--- config.mk ---
export PLATFORM = sky130hd
export DESIGN_NAME = sram_ctrl
export DESIGN_NICKNAME = d
export VERILOG_FILES = /design/src/rtl/b16_bus_pkg.sv /design/src/rtl/sram_ctrl.sv
export SDC_FILE = /design/constraint.sdc
export NUM_CORES = 1
export LEC_CHECK = 0
export BUFFER_PORTS_ARGS = -buffer_cell sky130_fd_sc_hd__buf_2
export CORE_MARGIN = 5
export CORE_UTILIZATION = 42
export DETAILED_ROUTE_END_ITERATION = 10
export PLACE_DENSITY = 0.76
export SETUP_SLACK_MARGIN = 0.2
export SLEW_MARGIN = 0
export SYNTH_ARGS = -nofsm -noshare
export SYNTH_HDL_FRONTEND = slang
export SYNTH_SLANG_ARGS = --single-unit
--- constraint.sdc ---
create_clock -name clk -period 2.08 [get_ports clk]
set_clock_uncertainty 0.15 [all_clocks]
set_input_delay 0.416 -clock clk [delete_from_list [all_inputs] [get_ports clk]]
set_output_delay 0.416 -clock clk [all_outputs]
set_load 0.03 [all_outputs]
--- src/rtl/b16_bus_pkg.sv ---
// b16_bus_pkg: shared b16 bus constants and SRAM controller state encoding
package b16_bus_pkg;
  localparam logic [1:0] S_IDLE  = 2'd0;
  localparam logic [1:0] S_SETUP = 2'd1;
  localparam logic [1:0] S_PULSE = 2'd2;
  localparam logic [1:0] S_DONE  = 2'd3;
  localparam int SRAM_WAIT_DEFAULT = 2;
endpackage

--- src/rtl/sram_ctrl.sv ---
// sram_ctrl: wait-state sequencer between the b16 bus and a 16-bit async SRAM
module sram_ctrl
  import b16_bus_pkg::*;
#(
  parameter int WAIT_CYCLES = SRAM_WAIT_DEFAULT,
  parameter int ADDR_PAD    = 3
) (
  input  logic                  clk,
  input  logic                  reset,
  input  logic                  sel,
  input  logic                  r,
  input  logic [1:0]            w,
  input  logic [15:0]           addr,
  input  logic [15:0]           din,
  input  logic                  run,
  output logic [15:0]           dout,
  output logic                  ready,
  output logic [ADDR_PAD+14:0]  sram_addr,
  input  logic [15:0]           sram_dq_in,
  output logic [15:0]           sram_dq_out,
  output logic                  sram_dq_oe,
  output logic                  sram_ce_n,
  output logic                  sram_oe_n,
  output logic                  sram_we_n,
  output logic                  sram_ub_n,
  output logic                  sram_lb_n
);
  logic [1:0] state;
  logic [3:0] cnt;
  logic [1:0] lw;
  logic       wr;
  logic       req;
  logic       active;
  assign req = sel & (r | (|w));
  // access sequencer: latch the request in IDLE, time the strobe pulse, capture read data
  always_ff @(posedge clk or posedge reset) begin
    if (reset) begin
      state       <= S_IDLE;
      cnt         <= '0;
      lw          <= '0;
      wr          <= 1'b0;
      sram_addr   <= '0;
      sram_dq_out <= '0;
      dout        <= '0;
    end else begin
      case (state)
        S_IDLE: if (req) begin
          state       <= S_SETUP;
          wr          <= |w;
          lw          <= w;
          sram_addr   <= {{ADDR_PAD{1'b0}}, addr[15:1]};
          sram_dq_out <= din;
        end
        S_SETUP: begin
          state <= S_PULSE;
          cnt   <= 4'(WAIT_CYCLES - 1);
        end
        S_PULSE: if (cnt == 4'd0) begin
          state <= S_DONE;
          if (!wr) dout <= sram_dq_in;
        end else cnt <= cnt - 4'd1;
        default: if (run || !sel) state <= S_IDLE;
      endcase
    end
  end
  // strobe decode from state; write hold keeps dq driven through DONE
  always_comb begin
    active     = state != S_IDLE;
    sram_ce_n  = ~active;
    sram_oe_n  = ~(state == S_PULSE && !wr);
    sram_we_n  = ~(state == S_PULSE && wr);
    sram_dq_oe = active && wr;
    sram_ub_n  = ~active | (wr & ~lw[1]);
    sram_lb_n  = ~active | (wr & ~lw[0]);
    ready      = reset | ~req | (state == S_DONE);
  end
endmodule

==> flow_summary.yaml <==
floorplan:
  die_w_um: 86.1
  start_util_pct: 43.6
  core_area_mm2: 0.00557
  num_io_pins: 112
  die_area_mm2: 0.00741
  rows: 27
  die_height_um: 86.1
layout:
  diodes: 0
  seq_area_mm2: 0.00140
  final_cell_mix: "buf_2, dfrtp_1, mux2_2"
  nNetsFinal: 353
  n_fill_cell: 441
  stdcell_count: 363
  final_common_cell: "buf_2"
  multi_input_area_mm2: 0.00105
  area_growth_pct: 40.0
  layout-drive-gt1-share_pct: 69.8
  fin_util_pct: 61.0
sta:
  setup_viol: 0
  drv_slew: 0
  period_share_pct: 100
  min_period_ns: 2.08
  rsz0062_at_grt: "yes"
  fmax_mhz: 481
  holdWs_ns: 0.0725
  hold_viol_final: 0
grt:
  grtUsageTotal_pct: 14.3
  grt_pass1_vias: 1829
  grt_max_degree: 36
  grt_overflow_total: 0
  antenna_found_initial: 0
  grt_pass1_wl_mm: 8.46
worst_setup_path:
  crit_path_max_incr_delay_ns: 0.40
  path_class: "reg -> reg"
  crit_fanout: 16
  slowest_stage: "dfrtp_1"
  r2r_end: "dout[11]$_DFFE_PP0P_"
  reg2regPathDepth: 6
  r2r_slack_ns: 0.0009
  crit_required_ns: 2.12
  cpLargestDelayFamily: "simple AND/OR/NAND/NOR gates"
  reg2reg_from: "cnt[1]$_DFFE_PP0P_"
  path_buf_inv: 2
  path_cells: "inv_2, ha_1, or3b_4, or3b_4, buf_12, mux2_4"
  critPathArrivalTime_ns: 2.12
  cp-start-kind: "flip-flop"
  cpMostUsedCell: "or3b_4"
  critPathCaptureType: "flip-flop"
power_and_ir_drop:
  leakagePower_nw: 1.71
  p_switching_mw: 2.62
  p_sw_share_pct: 43.3
  pwr_density_cell_mw_per_mm2: 1780
  power_frac_clock_pct: 11.6
  p_seq_share_pct: 32.2
  ir_drop_mv: 0.745
  p_int_mw: 3.44
  combPwrFrac_pct: 56.2
  power.total_mw: 6.06
placement:
  dpl.hpwl_mm: 3.88
  dpl.cell_count: 349
  port_buffers: 107
  gp_congestion: 0.733
synth:
  synth_seq_cells: 56
  yosysSeqAreaShare_pct: 57.7
  synth_cell_type_count: 29
  syn_area_mm2: 0.00243
  synthXorXnorAreaFrac_pct: 0
  synth_mux_area_share_pct: 25.5
  syn_area_per_cell_um2: 14.5
  synth_compound_gate_area_share_pct: 3.19
  synthSimpleGateAreaFrac_pct: 5.25
  synth_fa_ha_area_share_pct: 4.12
  synthCells: 167
  yosysWarnings: 0
  synth_top_family_by_area: "multiplexers"
clock_network:
  numCtsBuffers: 5
  clk_pin_slew_ns: 0.10
  h-tree-depth: 2
  cts.path.max_buffers: 2
  cts_num_sinks: 56
  root_buffer: "clkbuf_8"
  cts_tree: "done"
  insertion_delay_ns: 0.30
  cts_hold_buf: 0
route:
  first_pass_iters: 4
  route.detailed.drc: 0
  drt-total-wl_mm: 5.22
  avgRoutedWirePerCell_um: 14.4
  antenna_left: 0
  drt_iter0_drc: 38
  num_vias: 1722
  avgViaCountPerCell: 4.74
worst_hold_path:
  hold_class: "in -> async"
flow_run:
  maxCapViolCount: 0
status:
  status: "finished clean"
-- repair_timing --
item | CTS | global route
setup buffers | 1 | 5
gates cloned | 0 | 0
pin swaps | 0 | 5
setup endpoints to repair | 24 | 27
gates resized for setup | 16 | 24
-- cells in the mapped netlist --
library cell | number | share of area [%]
o21ai_0 | 5 | 1.0
a21o_1 | 2 | 0.62
or3b_1 | 1 | 0.36
clkbuf_1 | 1 | 0.15
nor2b_1 | 2 | 0.51
buf_2 | 3 | 0.62
o21bai_1 | 1 | 0.31
buf_6 | 1 | 0.46
mux2_2 | 40 | 19
nand3_1 | 1 | 0.21
nand3b_1 | 2 | 0.62
conb_1 | 1 | 0.15
nand2b_1 | 2 | 0.51
mux2i_1 | 2 | 0.82
inv_1 | 7 | 1.1
or3b_4 | 1 | 0.46
nand2_1 | 8 | 1.2
nor3_1 | 1 | 0.21
ha_1 | 8 | 4.1
o311ai_2 | 1 | 0.67
buf_12 | 1 | 0.82
or3_2 | 1 | 0.31
a21oi_1 | 1 | 0.21
dfrtp_1 | 56 | 58
nor4b_1 | 1 | 0.36
buf_4 | 3 | 0.93
nor2_1 | 3 | 0.46
mux2_4 | 10 | 6.2
o311ai_0 | 1 | 0.36
-- logic make-up after synthesis --
kind of cell | after synthesis
flops | 56
mux | 52
simple gates | 23
buf+inv | 16
compound gates | 11
fa+ha+maj | 8
other cells | 1
-- flip-flops by register name, summed over array words and instances (netlist names) --
register and cells:
state 2, dout 16, wr 1, sram_addr 15, sram_dq_out 16, lw 2, cnt 4
-- worst max-delay path by stage --
stage                            start              endpoint  slack, ns  cells after the start
CTS                 cnt[1]$_DFFE_PP0P_  dout[11]$_DFFE_PP0P_     0.0009                      6
global placement    cnt[1]$_DFFE_PP0P_  dout[10]$_DFFE_PP0P_       0.01                      6
finish              cnt[1]$_DFFE_PP0P_  dout[11]$_DFFE_PP0P_     0.0009                      6
floorplan           cnt[0]$_DFFE_PP0P_   dout[0]$_DFFE_PP0P_      -0.06                      7
detailed placement  cnt[1]$_DFFE_PP0P_  dout[11]$_DFFE_PP0P_      -0.02                      6
global route        cnt[1]$_DFFE_PP0P_  dout[11]$_DFFE_PP0P_      -0.05                      6
-- stage by stage --
stage	setup WS [ns]	instance area (um^2)	setup TNS (ns)
3_3_place_gp	0.0107	3110	0
4_1_cts	0.000878	3280	0
2_1_floorplan	-0.0605	2440	-0.605
3_5_place_dp	-0.0189	3110	-0.0782
5_1_grt	-0.0547	3400	-0.689
6_report	0.000855	3400	0
-- power groups by stage --
stage	Combinational [mW]	Sequential (mW)	Clock, mW
finish	3.40	1.95	0.704
global route	3.62	2.03	0.786
detailed placement	3.11	1.94	0
floorplan	1.23	2.87	0
global placement	3.04	1.91	0
CTS	3.23	1.94	0.734
-- routing by layer --
layer / global-route usage (%) / vias up / wire length [um]
met5: 0 / - / 0
met4: 4.32 / 0 / 36
met3: 4.32 / 4 / 479
met2: 24.7 / 74 / 2550
met1: 17.0 / 833 / 2160
li1: - / 811 / -
-- final cells by class --
type                       instances  share of cell area [%]
clock inverter                     2                    1.14
multi-input combinational         97                    31.0
inverter                           7                    1.03
timing repair buffer             123                    20.8
sequential                        56                    41.3
clock buffer                       6                    2.13
tap                               72                    2.65
-- worst register-to-register path, stage by stage, from the launching register on --
cell and delay (ns):
dfrtp_1 0.40, inv_2 0.06, ha_1 0.12, or3b_4 0.37, or3b_4 0.39, buf_12 0.17
mux2_4 0.32
No activity file was read; power rests on OpenSTA's default activity.
